### config.mk
export PLATFORM = sky130hd
export DESIGN_NAME = alu_issue_stage
export DESIGN_NICKNAME = d
export VERILOG_FILES = /design/src/rtl/alu_issue_stage.sv
export SDC_FILE = /design/constraint.sdc
export NUM_CORES = 1
export LEC_CHECK = 0
export CORE_ASPECT_RATIO = 1.4
export CORE_MARGIN = 8
export CORE_UTILIZATION = 41
export CTS_CLUSTER_DIAMETER = 200
export DETAILED_ROUTE_END_ITERATION = 16
export HOLD_SLACK_MARGIN = 0.03
export PLACE_DENSITY = 0.87
export RECOVER_POWER = 25
export SKIP_LAST_GASP = 1
export SYNTH_ARGS = -nofsm -noshare
export SYNTH_HDL_FRONTEND = slang
export SYNTH_SLANG_ARGS = --single-unit
### constraint.sdc
create_clock -name clk -period 4.3 [get_ports clk]
set_input_delay 0.645 -clock clk [delete_from_list [all_inputs] [get_ports clk]]
set_output_delay 0.645 -clock clk [all_outputs]
set_load 0.05 [all_outputs]
### src/rtl/alu_issue_stage.sv
// Decode-and-issue stage feeding the execute ALU: RV32I decode into ALU control/operands,
// registered ID/EX output with a one-entry skid buffer so in_ready never depends on out_ready.
module alu_issue_stage (
    input  logic        clk,
    input  logic        rst,
    input  logic        in_valid,
    output logic        in_ready,
    input  logic [31:0] instr,
    input  logic [31:0] pc,
    input  logic [31:0] rs1_data,
    input  logic [31:0] rs2_data,
    input  logic [31:0] imm,
    input  logic        flush,
    output logic        out_valid,
    input  logic        out_ready,
    output logic [31:0] alu_a,
    output logic [31:0] alu_b,
    output logic [3:0]  alu_ctrl,
    output logic        is_branch,
    output logic        illegal
);

    localparam logic [6:0] OP_R      = 7'b0110011;
    localparam logic [6:0] OP_IALU   = 7'b0010011;
    localparam logic [6:0] OP_LOAD   = 7'b0000011;
    localparam logic [6:0] OP_STORE  = 7'b0100011;
    localparam logic [6:0] OP_BRANCH = 7'b1100011;
    localparam logic [6:0] OP_LUI    = 7'b0110111;
    localparam logic [6:0] OP_AUIPC  = 7'b0010111;
    localparam logic [6:0] OP_JAL    = 7'b1101111;
    localparam logic [6:0] OP_JALR   = 7'b1100111;

    localparam logic [3:0] ALU_ADD  = 4'b0000;
    localparam logic [3:0] ALU_SUB  = 4'b0001;
    localparam logic [3:0] ALU_AND  = 4'b0010;
    localparam logic [3:0] ALU_OR   = 4'b0011;
    localparam logic [3:0] ALU_XOR  = 4'b0100;
    localparam logic [3:0] ALU_SLT  = 4'b0101;
    localparam logic [3:0] ALU_SLL  = 4'b0110;
    localparam logic [3:0] ALU_SRL  = 4'b0111;
    localparam logic [3:0] ALU_SLTU = 4'b1000;
    localparam logic [3:0] ALU_SRA  = 4'b1001;

    typedef struct packed {
        logic [31:0] a;
        logic [31:0] b;
        logic [3:0]  ctrl;
        logic        br;
        logic        ill;
    } bundle_t;

    localparam bundle_t BUNDLE_ZERO = '{a: 32'd0, b: 32'd0, ctrl: 4'b0000, br: 1'b0, ill: 1'b0};

    // Shared R/I-ALU funct3 mapping; funct7b5 picks sub/sra variants
    function automatic logic [3:0] alu_op_f(input logic [2:0] f3, input logic f7b5);
        logic [3:0] op;
        case (f3)
            3'b000:  op = f7b5 ? ALU_SUB : ALU_ADD;
            3'b001:  op = ALU_SLL;
            3'b010:  op = ALU_SLT;
            3'b011:  op = ALU_SLTU;
            3'b100:  op = ALU_XOR;
            3'b101:  op = f7b5 ? ALU_SRA : ALU_SRL;
            3'b110:  op = ALU_OR;
            3'b111:  op = ALU_AND;
            default: op = ALU_ADD;
        endcase
        return op;
    endfunction

    logic [6:0] opcode_s;
    logic [2:0] funct3_s;
    logic       funct7b5_s;
    logic       unused_instr_s;
    bundle_t    dec_s;

    assign opcode_s       = instr[6:0];
    assign funct3_s       = instr[14:12];
    assign funct7b5_s     = instr[30];
    assign unused_instr_s = ^{instr[31], instr[29:15], instr[11:7]};

    // Combinational decode of the incoming bundle
    always_comb begin
        dec_s = '{a: rs1_data, b: imm, ctrl: ALU_ADD, br: 1'b0, ill: 1'b0};
        case (opcode_s)
            OP_R: begin
                dec_s.b    = rs2_data;
                dec_s.ctrl = alu_op_f(funct3_s, funct7b5_s);
            end
            OP_IALU: begin
                dec_s.ctrl = (funct3_s == 3'b000) ? ALU_ADD : alu_op_f(funct3_s, funct7b5_s);
                dec_s.ill  = (funct3_s == 3'b001) & funct7b5_s;
            end
            OP_BRANCH: begin
                dec_s.b  = rs2_data;
                dec_s.br = 1'b1;
                case (funct3_s[2:1])
                    2'b00:   dec_s.ctrl = ALU_SUB;
                    2'b10:   dec_s.ctrl = ALU_SLT;
                    2'b11:   dec_s.ctrl = ALU_SLTU;
                    default: dec_s.ill  = 1'b1;
                endcase
            end
            OP_LUI:                     dec_s.a = 32'd0;
            OP_AUIPC, OP_JAL:           dec_s.a = pc;
            OP_LOAD, OP_STORE, OP_JALR: dec_s.ctrl = ALU_ADD;
            default:                    dec_s.ill = 1'b1;
        endcase
    end

    bundle_t out_r, out_nxt_s;
    bundle_t skid_r, skid_nxt_s;
    logic    out_valid_r, out_valid_nxt_s;
    logic    skid_valid_r, skid_valid_nxt_s;
    logic    in_ready_r;
    logic    in_xfer_s, out_load_s;

    assign in_xfer_s  = in_valid & in_ready_r;
    assign out_load_s = ~out_valid_r | out_ready;

    // Next-state for output and skid registers; flush only clears valid bits
    always_comb begin
        out_nxt_s        = out_r;
        skid_nxt_s       = skid_r;
        out_valid_nxt_s  = out_valid_r;
        skid_valid_nxt_s = skid_valid_r;
        if (flush) begin
            out_valid_nxt_s  = 1'b0;
            skid_valid_nxt_s = 1'b0;
        end else begin
            if (out_load_s) begin
                if (skid_valid_r) begin
                    out_nxt_s       = skid_r;
                    out_valid_nxt_s = 1'b1;
                end else if (in_xfer_s) begin
                    out_nxt_s       = dec_s;
                    out_valid_nxt_s = 1'b1;
                end else begin
                    out_valid_nxt_s = 1'b0;
                end
            end else begin
                out_valid_nxt_s = out_valid_r;
            end
            // Skid takes the input whenever it cannot go straight to the output
            if (in_xfer_s & (~out_load_s | skid_valid_r)) begin
                skid_nxt_s       = dec_s;
                skid_valid_nxt_s = 1'b1;
            end else if (out_load_s & skid_valid_r) begin
                skid_valid_nxt_s = 1'b0;
            end else begin
                skid_valid_nxt_s = skid_valid_r;
            end
        end
    end

    // Pipeline state registers with asynchronous reset
    always_ff @(posedge clk or posedge rst) begin
        if (rst) begin
            out_r        <= BUNDLE_ZERO;
            skid_r       <= BUNDLE_ZERO;
            out_valid_r  <= 1'b0;
            skid_valid_r <= 1'b0;
            in_ready_r   <= 1'b1;
        end else begin
            out_r        <= out_nxt_s;
            skid_r       <= skid_nxt_s;
            out_valid_r  <= out_valid_nxt_s;
            skid_valid_r <= skid_valid_nxt_s;
            in_ready_r   <= ~skid_valid_nxt_s;
        end
    end

    assign in_ready  = in_ready_r;
    assign out_valid = out_valid_r;
    assign alu_a     = out_r.a;
    assign alu_b     = out_r.b;
    assign alu_ctrl  = out_r.ctrl;
    assign is_branch = out_r.br;
    assign illegal   = out_r.ill;

endmodule

==> qor.csv <==
metric,value,unit
status,finished with violations,
violated checks,"capacitance limit, slew limit",
CP arrival,3.04,ns
WL/cell,19.3,um
Main synth FF type,dfrtp_1,
Final nets,1089,
CTS Buf Count,17,
Final setup viols,0,
register area share after synthesis,52.1,%
Slew HR,-32.7,%
post-route minimum period,2.71,ns
placed inst area,9100,sq um
warnings from Yosys,0,
hold slack final,0.477,ns
synth unique cells,47,
via count of the first global-routing pass,6790,
Worst Hold Depth,2,
Core Box Area,16600,sq um
clock sinks,143,
top cell type's share of synthesized area,51.7,%
Starting Density,41.4,%
syn_area_per_cell,9.14,sq um
final cell count without fillers,1142,
area delta synth->final,41.0,%
"area leader, netlist",dfrtp_1,
First DRT Iteration DRCs,483,
final hold violation count,0,
Mapped Area,6870,sq um
WP data required,4.63,ns
share of layout cells above drive strength 1,5.98,%
crit end category,flip-flop,
initial antenna violation count,2,
design area,9690,sq um
setup TNS,0,ns
P_leak,3.77,nW
commonest cells in the netlist,"dfrtp_1 (142), nand2_1 (108), nor2_1 (100)",
"Clk Latency, worst-skew pair",0.41,ns
CP startpoint kind,primary input,
ANT nets after route,0,
Max Cap Viol,1,
CP max stage cell,a21oi_4,
PostCTS Resize Cnt,0,
most common cell in the netlist,dfrtp_1,
Cell Count Post-Placement,1108,
syn_nets,917,
die width,125,um
DRC Markers,0,
Congestion Overflow GR,0,
largest net degree at the start of global routing,144,
worst reg2reg path depth,4,
fill count,1428,
Root Driver,clkbuf_16,
Mapped Cells,752,
post-CTS setup repair buffer count,0,
CP max FO,38,
"EDFF count, synth",0,
post-DR vias/cell,5.87,
final wirelength,22.1,mm
io pins,237,
#FFs+latches synth,143,
Port Buffers,215,
H-tree levels,4,
skew final,0.00703,ns
# rows,56,
unrepaired setup endpoints after global routing,no,
"FFs w/ async S/R, synth",100,%
critical path type,in2reg,
full die area,21200,sq um
Hold WC Path Type,reg2reg,
Die H,169,um
Worst path max stage delay,0.66,ns
crit share post-route,63.1,%
TritonRoute pass-1 iters,5,
VDD IR-drop max,0.245,mV
PD cells,481,nW/um^2
GPL Wtd Cong,0.804,
Worst-path clk slew,0.06,ns
CTS Hold Buffers Added,0,
dpl hpwl,14.1,mm
first-pass GRT wire length,35.5,mm
CTS Buffer Depth,2,
Max Fclk,368,MHz
worst-path cell chain,clkdlybuf4s50_1 -> or4b_4 -> a21oi_4 -> buf_12 -> a221oi_1 -> o21ai_1,
worst slew pin tran,1.99,ns
vias after detailed routing,6706,
CTS tree,built,
Pins Over Slew Limit,144,
total track usage,20.7,%
Power Total,4.66,mW
Synth area leaders,"dfrtp_1 (52%), a221oi_1 (8.2%), a31oi_1 (6.4%)",
[cell type report]
class | count | area [sq um] | area share (%)
sequential | 143 | 3580 | 36.9
antenna | 2 | 5.00 | 0.0516
multi-input combinational | 527 | 2960 | 30.5
timing repair buffer | 227 | 2270 | 23.4
inverter | 8 | 33.8 | 0.349
clock inverter | 13 | 154 | 1.59
tap | 203 | 254 | 2.62
clock buffer | 19 | 443 | 4.57
[cells by family after synthesis]
logic type / Yosys count / share of synthesized area, %
simple gates: 268 / 17.6
compound gates: 257 / 24.5
flops: 143 / 52.1
buf+inv: 82 / 5.48
xor+xnor: 1 / 0.127
mux: 1 / 0.164
[metal layers]
layer	global-route usage, %	wire length (um)	vias to the layer above
met3	6.16	1640	46
met5	0	0	-
met2	34.6	11000	275
li1	-	-	3141
met1	23.6	8750	3244
met4	11.2	713	0
[layout by cell type (no fill, tap or decap), drive strengths merged, types with 3 or more instances in the layout]
master         Yosys  routed
nor2             100     100
nand3              8       8
clkdlybuf4s50      0     214
clkinvlp           0       5
nand2            108     108
a221oi            64      64
and3               3       3
inv                8      12
or4               33      33
o21ai            102     102
a21oi              5       5
buf               23      11
dfrtp            142     142
clkbuf            51      20
a31oi             70      70
[metrics by stage]
stage	util, %	setup WS (ns)
after floorplan	-	1.86
after global placement	54.8	1.19
after detailed placement	54.8	1.21
after CTS	58.4	1.58
after global routing	58.4	1.25
final	58.4	1.59
[worst max-delay path, delay by kind of cell]
| family | cells | cell delay (ns) |
|---|---|---|
| AND/OR/NAND/NOR | 1 | 0.60 |
| AO/OA/AOI/OAI | 3 | 0.95 |
| buffers and inverters | 2 | 0.82 |
[worst paths after layout]
| kind | slack, ns | startpoint | end |
|---|---|---|---|
| max | 1.59 | instr[5] | alu_a[16] |
| min | 0.48 | skid_r[1] | skid_r[1] |
| max reg2reg | 1.75 | skid_valid_r | alu_b[25] |
| min reg2reg | 0.48 | skid_r[1] | skid_r[1] |
| max in group asynchronous | 1.60 | rst | alu_ctrl[2] |
| min in group asynchronous | 1.49 | rst | alu_a[26] |
[sequential cells by signal, indices dropped and copies added (netlist names)]
signal and flops:
alu_a 32, alu_b 32, alu_ctrl 4, illegal 1, in_ready 1, is_branch 1, out_valid 1, skid_r 70
skid_valid_r 1
[power by group]
| group | switching [mW] | leakage, nW | internal, mW | total, mW |
|---|---|---|---|---|
| registers | 0.152 | 1.67 | 1.66 | 1.81 |
| logic | 0.832 | 1.82 | 0.519 | 1.35 |
| clock network | 0.616 | 0.279 | 0.884 | 1.50 |
Note: power is estimated with default switching activity, not from simulation.
